<file path="src/rtl/fifo_stream_reader.sv">
// Drains a registered-read FIFO into a valid/ready stream, flagging every PKT_LEN-th word with m_last.
// Define FIFO_READER_STATS_EN to add saturating stat_words / stat_stalls counters.
module fifo_stream_reader #(
    parameter int DATA_WIDTH = 8,
    parameter int PKT_LEN    = 4
) (
    input  logic                  clk,
    input  logic                  rst,
    input  logic                  empty,
    output logic                  rd_en,
    input  logic [DATA_WIDTH-1:0] r_data,
    output logic                  m_valid,
    input  logic                  m_ready,
    output logic [DATA_WIDTH-1:0] m_data,
    output logic                  m_last
`ifdef FIFO_READER_STATS_EN
    ,
    output logic [31:0]           stat_words,
    output logic [31:0]           stat_stalls
`endif
);

    localparam int               CNT_W   = (PKT_LEN > 1) ? $clog2(PKT_LEN) : 1;
    localparam logic [CNT_W-1:0] CNT_MAX = CNT_W'(PKT_LEN - 1);

    logic [DATA_WIDTH-1:0] r_buf [3];
    logic [1:0]            r_head;
    logic [1:0]            r_tail;
    logic [1:0]            r_occ;
    logic                  r_inflight;
    logic [CNT_W-1:0]      r_pkt_cnt;

    logic                  w_capture;
    logic                  w_pop;
    logic [2:0]            w_pending;

    function automatic logic [1:0] ptr_inc(input logic [1:0] p);
        return (p == 2'd2) ? 2'd0 : p + 2'd1;
    endfunction

    // Issue is gated on flops and empty only, so m_ready never reaches rd_en.
    assign w_pending = {1'b0, r_occ} + {2'b00, r_inflight};
    assign rd_en     = !rst && !empty && (w_pending < 3'd3);
    assign w_capture = r_inflight;
    assign m_valid   = (r_occ != 2'd0);
    assign w_pop     = m_valid && m_ready;
    assign m_data    = r_buf[r_head];
    assign m_last    = m_valid && (r_pkt_cnt == CNT_MAX);

    always_ff @(posedge clk) begin
        if (rst) begin
            r_head     <= 2'd0;
            r_tail     <= 2'd0;
            r_occ      <= 2'd0;
            r_inflight <= 1'b0;
            r_pkt_cnt  <= '0;
        end else begin
            // NOTE: non-blocking so each flop samples pre-edge values, independent of statement order.
            r_inflight <= rd_en;
            if (w_capture) r_tail <= ptr_inc(r_tail);
            if (w_pop)     r_head <= ptr_inc(r_head);
            case ({w_capture, w_pop})
                2'b10:   r_occ <= r_occ + 2'd1;
                2'b01:   r_occ <= r_occ - 2'd1;
                default: r_occ <= r_occ;
            endcase
            if (w_pop) r_pkt_cnt <= (r_pkt_cnt == CNT_MAX) ? '0 : r_pkt_cnt + 1'b1;
        end
    end

    // NOTE: the 3-entry buffer is reset so m_data reads 0 out of reset without gating on m_valid.
    always_ff @(posedge clk) begin
        if (rst) begin
            for (int i = 0; i < 3; i++) r_buf[i] <= '0;
        end else if (w_capture) begin
            r_buf[r_tail] <= r_data;
        end
    end

`ifdef FIFO_READER_STATS_EN
    logic [31:0] r_stat_words;
    logic [31:0] r_stat_stalls;

    always_ff @(posedge clk) begin
        if (rst) begin
            r_stat_words  <= 32'd0;
            r_stat_stalls <= 32'd0;
        end else begin
            if (w_pop && (r_stat_words != 32'hFFFF_FFFF))
                r_stat_words <= r_stat_words + 32'd1;
            if (m_valid && !m_ready && (r_stat_stalls != 32'hFFFF_FFFF))
                r_stat_stalls <= r_stat_stalls + 32'd1;
        end
    end

    assign stat_words  = r_stat_words;
    assign stat_stalls = r_stat_stalls;
`endif

endmodule

</file>
<file path="config.mk">
export PLATFORM = sky130hd
export DESIGN_NAME = fifo_stream_reader
export DESIGN_NICKNAME = d
export VERILOG_FILES = /design/src/rtl/fifo_stream_reader.sv
export SDC_FILE = /design/constraint.sdc
export NUM_CORES = 1
export LEC_CHECK = 0
export CAP_MARGIN = 20
export CORE_ASPECT_RATIO = 0.8
export CORE_MARGIN = 1.5
export CORE_UTILIZATION = 58
export CTS_CLUSTER_DIAMETER = 80
export DETAILED_ROUTE_END_ITERATION = 7
export HOLD_SLACK_MARGIN = 0.06
export PLACE_DENSITY = 0.88
export SLEW_MARGIN = 20
export SYNTH_ARGS = -nofsm -noshare
export SYNTH_HDL_FRONTEND = slang
export SYNTH_SLANG_ARGS = --single-unit
</file>
<file path="constraint.sdc">
create_clock -name clk -period 2.7 [get_ports clk]
set_input_delay 0.405 -clock clk [delete_from_list [all_inputs] [get_ports clk]]
set_output_delay 0.405 -clock clk [all_outputs]
set_load 0.005 [all_outputs]
</file>
==> qor.txt, run 1 <==
Clock transition at path regs -> 0.07 ns
Vias in the first global route -> 1098
Post-DP HPWL -> 2.21 mm
Met3 WL -> 173 um
CTS tree -> built
DP Worst Slack -> 0.505 ns
Final Cycle Share -> 0.933
Post-synthesis simple-gate area fraction -> 0.150
Synth Area in Compound Gates -> 0.0392
Synthesized netlist cell count -> 122
DRC Markers -> 0
Flop and latch count out of synthesis -> 43
Post-Synth Adder-Cell Area -> 0.0275
Tmin final -> 2.52 ns
Core area -> 2870 um2
FF-to-FF End -> r_occ[1]
CP endpoint -> rd_en
Antenna Violating Nets Remaining -> 0
Pwr Density -> 714 nW/um2
Ant. Diodes -> 0
Leak Pwr -> 0.784 nW
Top Layer Used -> met3
Status -> finished clean
Rel. slew slack -> 0.383
H-tree levels -> 2
Clk_lat worst skew -> 0.29 ns
Die span in y -> 53.1 um
Core Util, Final -> 0.757
Die W -> 65.6 um
WL met2 -> 1.76 mm
Vias per cell -> 5.53
Mapped cell area -> 1820 um2
Synth Area per Inst -> 14.9 um2
Total I/O pin count -> 23
Number of setup buffers added after CTS -> 0
Total Routed Length -> 3.22 mm
R2R setup slack -> 1.03 ns
CTS Root Cell -> clkbuf_8
Max-Cap Viols -> 0
Hold WC Path Type -> reg2reg
Mux cell area share after synthesis -> 0.111
Clock Skews -> 0.00772 ns
Crit-path max FO -> 5
Crit path launch type -> register
Critical path depth -> 4
# setup viols final -> 0
Crit path DAT -> 2.12 ns
Synthesis Warnings -> 0
Hold Slack -> 0.488 ns
WL/cell -> 17.1 um
Hold_sp -> r_tail[0]
Crit Path Category -> reg2out
R2R depth -> 5
Most common cell on crit path -> ha_1
XOR/XNOR Fraction of Synth Area -> 0.00964
# hold bufs at CTS -> 0
Post-synthesis sequential area ratio -> 0.650
First drt pass iteration count -> 4
Fmax -> 0.397 GHz
Fin. Hold Viols -> 0
Antenna violations before repair -> 0
Port Buf Inserts -> 22
Largest net degree at the start of global routing -> 16
CP Launch Point -> r_occ[0]
Area Overhead vs Synth -> 19.5%
Measured slew at the worst slew-check pin -> 0.924 ns
Routed via count -> 1046
Unrepaired setup endpoints after global routing -> false
Initial DRC Count -> 69
Max incr delay on CP -> 0.57 ns
Slew Viols, Final -> 0
Final nets -> 166
Inserted Clock Buffers -> 5
WL met1 -> 1.29 mm
Longest Clk Path Bufs -> 2
Buf/Inv on CP -> 1
Row count -> 17
First-pass GRT wire length -> 5.21 mm
Grt ovf -> 0
Die area -> 3480 um2
VDD IR max -> 0.498 mV
Gpl congestion -> 0.713
Sink Count -> 43
Initial Util -> 0.633
Final setup margin -> 0.180 ns
R2R Path Start -> r_occ[0]
Final TNS setup -> 0 ns
Slowest CP cell -> clkdlybuf4s50_1
Main combinational cell family by area after synthesis -> simple AND/OR/NAND/NOR gates
Critical-path cell list -> ha_1 -> ha_1 -> a2111oi_0 -> clkdlybuf4s50_1
Syn Nets -> 138
Fraction of layout cells with a size suffix above 1 -> 0.139
CP required -> 2.30 ns
Crit. End Element -> primary output
Unique masters post-synth -> 26
Cts repair resizes -> 0
Total GRT Usage -> 0.220
Critical path's top delay family -> buffers and inverters
[report_power, final]
group	internal, W	switching (W)	leakage (nW)	total, W
combinational	0.000203	0.000125	0.331	0.000328
clock	0.000181	0.000209	0.0412	0.000390
sequential	0.000768	0.0000653	0.412	0.000833
total	0.00115	0.000399	0.784	0.00155
[kinds of logic after synthesis]
| family | count (synthesis) |
|---|---|
| and+or+nand+nor | 46 |
| xor gates and xnor gates | 2 |
| muxes | 10 |
| adders and majority gates | 4 |
| DFF | 43 |
| AOI/OAI and AO/OA | 11 |
| buffers and inverters | 6 |
[worst min-delay path: stages, from the launching register on]
cell and delay [ns]:
dfxtp_1 0.33, nand2_1 0.06, a21oi_1 0.06
[metal layers]
metal  up-vias  global-route usage
met5         -                   0
met4         0              0.0521
met3         0              0.0511
met2        34               0.412
met1       508               0.260
li1        504                   -
[registers in the layout, indices dropped and copies added (netlist names), named ones only]
name,cells
r_tail,2
r_pkt_cnt,2
r_occ,2
r_head,2
r_inflight,1
r_buf,32
[worst min path at each step]
stage / to / slack, ns / cells after the start
global route: r_tail[0] / 0.52 / 2
detailed placement: r_tail[0] / 0.48 / 2
floorplan: r_tail[0] / 0.44 / 2
finish: r_tail[0] / 0.49 / 2
global placement: r_pkt_cnt[0] / 0.46 / 2
CTS: r_tail[0] / 0.49 / 2
[synthesized netlist by cell type]
library cell   n  area [um2]
nor2_1         5        18.8
ha_1           4        50.1
buf_2          1        5.00
nand2b_1       4        25.0
a2111oi_0      2        17.5
inv_2          1        3.75
nand2_1        5        18.8
or2_1          1        6.26
clkbuf_1       1        3.75
nor3_2         2        20.0
xnor2_1        1        8.76
o21bai_1       2        15.0
or3b_1         1        8.76
o21ai_0        1        5.00
inv_1          2        7.51
edfxtp_1      32         961
buf_1          1        3.75
or3_1          3        18.8
mux4_2         8         180
dfxtp_1       11         220
and2_1        25         156
a21oi_1        5        25.0
o21ai_2        1        8.76
mux2_1         1        11.3
mux2i_1        1        10.0
xor2_1         1        8.76
[area by class of cell]
cell class	count	area, um2
Timing Repair Buffer	24	235
Multi-Input combinational cell	73	613
Sequential cell	43	1180
Tap cell	38	47.5
Clock buffer	6	72.6
Inverter	3	11.3
Clock inverter	2	12.5
Fill cell	174	698
[placed cells by master, fill, tap and decap left out]
| cell type | Yosys | final |
|---|---|---|
| a2111oi_0 | 2 | 2 |
| a21oi_1 | 5 | 5 |
| and2_1 | 25 | 25 |
| buf_4 | 0 | 2 |
| clkbuf_1 | 1 | 1 |
| clkbuf_8 | 0 | 5 |
| clkdlybuf4s50_1 | 0 | 22 |
| clkinv_2 | 0 | 1 |
| clkinvlp_4 | 0 | 1 |
| dfxtp_1 | 11 | 11 |
| edfxtp_1 | 32 | 32 |
| ha_1 | 4 | 4 |
| inv_1 | 2 | 2 |
| inv_2 | 1 | 1 |
| mux2_1 | 1 | 1 |
| mux2i_1 | 1 | 1 |
| mux4_2 | 8 | 8 |
| nand2_1 | 5 | 5 |
| nand2b_1 | 4 | 4 |
| nor2_1 | 5 | 5 |
| nor3_2 | 2 | 2 |
| o21ai_0 | 1 | 1 |
| o21ai_2 | 1 | 1 |
| o21bai_1 | 2 | 2 |
| or2_1 | 1 | 1 |
| or3_1 | 3 | 3 |
| or3b_1 | 1 | 1 |
| xnor2_1 | 1 | 1 |
| xor2_1 | 1 | 1 |
[through the flow]
step	std cells	instance area, um2	total power [W]
2_1_floorplan	122	1820	0.00102
3_3_place_gp	181	2090	0.00115
3_5_place_dp	181	2090	0.00118
4_1_cts	189	2170	0.00156
5_1_grt	189	2170	0.00163
6_report	189	2170	0.00155
No activity file was read; power rests on OpenSTA's default activity.
==> run 2: changes to the inputs <==
- CORE_ASPECT_RATIO: 0.8 -> not set
==> qor.txt, run 2 (synthesis gave the netlist of run 1 again) <==
Fin. Hold Viols -> 0 (unchanged)
Core area -> 3000 um2 (+4.6%)
Most common cell after layout, fill and taps aside -> edfxtp_1
# hold bufs at CTS -> 0 (unchanged)
VDD IR max -> 0.453 mV (-9.0%)
Ant. Diodes -> 0 (unchanged)
Commonest cells after routing, fill and taps aside -> edfxtp_1, and2_1, clkdlybuf4s50_1, dfxtp_1, mux4_2
Die span in y -> 59.0 um (+11%)
Total GRT Usage -> 0.202 (-0.0184)
Fraction of layout cells with a size suffix above 1 -> 0.152 (+0.0132)
Measured slew at the worst slew-check pin -> 0.861 ns (-0.0631 ns)
CP required -> 2.30 ns (about the same)
Post-DP HPWL -> 2.17 mm (-2.0%)
Sink Count -> 43 (unchanged)
Routed via count -> 1048 (+0.19%)
Die W -> 59.0 um (-10%)
Initial DRC Count -> 38 (-45%)
Power share of the combinational group -> 0.215 (+0.003)
Pwr Density -> 710 nW/um2 (-0.60%)
Longest Clk Path Bufs -> 2 (unchanged)
Grt ovf -> 0 (unchanged)
First-pass GRT wire length -> 4.92 mm (-5.6%)
R2R Path Start -> r_occ[0]
Crit-path max FO -> 5 (unchanged)
Total Routed Length -> 3.05 mm (-5.4%)
# setup viols final -> 0 (unchanged)
Slew Viols, Final -> 0 (unchanged)
Clk_lat worst skew -> 0.34 ns (+0.05 ns)
Crit path launch type -> register
Clock power frac -> 0.245 (-0.006)
CP Launch Point -> r_occ[0]
Fillers -> 198 (+14%)
WL/cell -> 16.6 um (-2.8%)
Leak Pwr -> 0.791 nW (+0.78%)
CTS tree -> built
Tmin final -> 2.55 ns (+0.0334 ns)
Rel. slew slack -> 0.425 (+0.0422)
Inserted Clock Buffers -> 5 (unchanged)
Hold WC Path Type -> reg2reg
Slowest CP cell -> clkdlybuf4s50_1
Die area -> 3480 um2 (about the same)
Total I/O pin count -> 23 (unchanged)
Unrepaired setup endpoints after global routing -> false
Antenna violations before repair -> 0 (unchanged)
CP endpoint -> rd_en
Port Buf Inserts -> 22 (unchanged)
R2R depth -> 5 (unchanged)
First drt pass iteration count -> 4 (unchanged)
Internal -> 0.00116 W (+0.40%)
# placed instances -> 176 (-2.8%)
Max-Cap Viols -> 0 (unchanged)
Clock transition at path regs -> 0.11 ns (+0.04 ns)
Row count -> 20 (+3)
Max reg flops -> 32 (unchanged)
Sw power -> 0.000383 W (-4.1%)
Status -> finished clean
Reg power frac -> 0.539 (+0.002)
Clock Skews -> 0.00699 ns (-0.000729 ns)
Final Cycle Share -> 0.946 (+0.0124)
Top reg by flops -> r_buf
Max incr delay on CP -> 0.57 ns (about the same)
Vias in the first global route -> 1107 (+0.82%)
DRC Markers -> 0 (unchanged)
Vias per cell -> 5.70 (+2.9%)
Crit Path Category -> reg2out
FF-to-FF End -> r_occ[1]
Final TNS setup -> 0 ns (unchanged)
Number of setup buffers added after CTS -> 0 (unchanged)
Net Sw Frac -> 0.248 (-0.00876)
Final nets -> 166 (unchanged)
H-tree levels -> 2 (unchanged)
Finished Layout Cells -> 184 (-2.6%)
Most common cell on crit path -> ha_1
R2R setup slack -> 1.05 ns (+0.02 ns)
Fmax -> 0.392 GHz (-1.3%)
CTS Root Cell -> clkbuf_4
Cts repair resizes -> 0 (unchanged)
Antenna Violating Nets Remaining -> 0 (unchanged)
Crit path DAT -> 2.15 ns (+0.03 ns)
Area Overhead vs Synth -> 19.3%
Crit. End Element -> primary output
Gpl congestion -> 0.731 (+2.5%)
Largest net degree at the start of global routing -> 16 (unchanged)
Initial Util -> 0.605 (-0.0277)
Critical-path cell list -> ha_1 -> ha_1 -> a2111oi_2 -> clkdlybuf4s50_1
## run 2: cell count changes in the layout (fill, tap and decap cells not counted)
| cell | delta |
|---|---|
| a2111oi_0 | -1 |
| clkbuf_8 | -4 |
| clkbuf_1 | -1 |
| clkbuf_4 | +5 |
| a2111oi_2 | +1 |
| clkinvlp_4 | -1 |
| clkbuf_16 | +1 |
## run 2: final cells by class
| cell class | instances | area (um2) | area share |
|---|---|---|---|
| clock buffers | 7 | 76.3 | 0.0352 |
| flip-flops and latches | 43 | 1180 | 0.544 |
| inverters | 3 | 11.3 | 0.00519 |
| well taps | 33 | 41.3 | 0.0190 |
| repair buffers | 24 | 235 | 0.108 |
| clock inverters | 1 | 5.00 | 0.00231 |
| multi-input cells | 73 | 619 | 0.285 |
## run 2: metrics by stage
stage | cell area (um2) | hold slack, ns | utilization | total power [W] | setup slack [ns]
2_1_floorplan | 1820 | 0.444 | - | 0.00102 | 1.03
3_3_place_gp | 2080 | 0.457 | 0.693 | 0.00115 | 0.546
3_5_place_dp | 2080 | 0.468 | 0.693 | 0.00117 | 0.409
4_1_cts | 2160 | 0.497 | 0.720 | 0.00155 | 0.00523
5_1_grt | 2170 | 0.509 | 0.723 | 0.00162 | 0.0547
6_report | 2170 | 0.491 | 0.723 | 0.00154 | 0.146
## run 2: worst max-delay path: cells and delay by family (launching register included)
| family | cells | cell delay [ns] |
|---|---|---|
| adder cells (fa/ha/maj) | 2 | 0.52 |
| buffers and inverters | 1 | 0.57 |
| AO/OA/AOI/OAI | 1 | 0.33 |
| flip-flops | 1 | 0.38 |
## run 2: per-layer routing
metal,track usage,share of wire,vias to the layer above
met5,0,0,-
met4,0.107,0.018,0
met3,0.0480,0.034,6
met2,0.352,0.55,25
met1,0.228,0.40,512
li1,-,-,505
## run 2: worst min-delay path by stage
stage / start / endpoint / slack [ns] / cells after the start
detailed placement: r_head[0] / register / 0.47 / 2
finish: r_pkt_cnt[0] / r_pkt_cnt[0] / 0.49 / 2
global route: r_pkt_cnt[0] / r_pkt_cnt[0] / 0.51 / 2
floorplan: r_tail[0] / r_tail[0] / 0.44 / 2
global placement: r_pkt_cnt[0] / r_pkt_cnt[0] / 0.46 / 2
CTS: r_pkt_cnt[0] / r_pkt_cnt[0] / 0.50 / 2
## run 2: power by group through the flow
stage | Combinational (W) | Sequential, W | Clock [W]
2_1_floorplan | 0.000212 | 0.000811 | 0
3_3_place_gp | 0.000311 | 0.000842 | 0
3_5_place_dp | 0.000326 | 0.000849 | 0
4_1_cts | 0.000328 | 0.000834 | 0.000388
5_1_grt | 0.000363 | 0.000839 | 0.000413
6_report | 0.000331 | 0.000830 | 0.000378
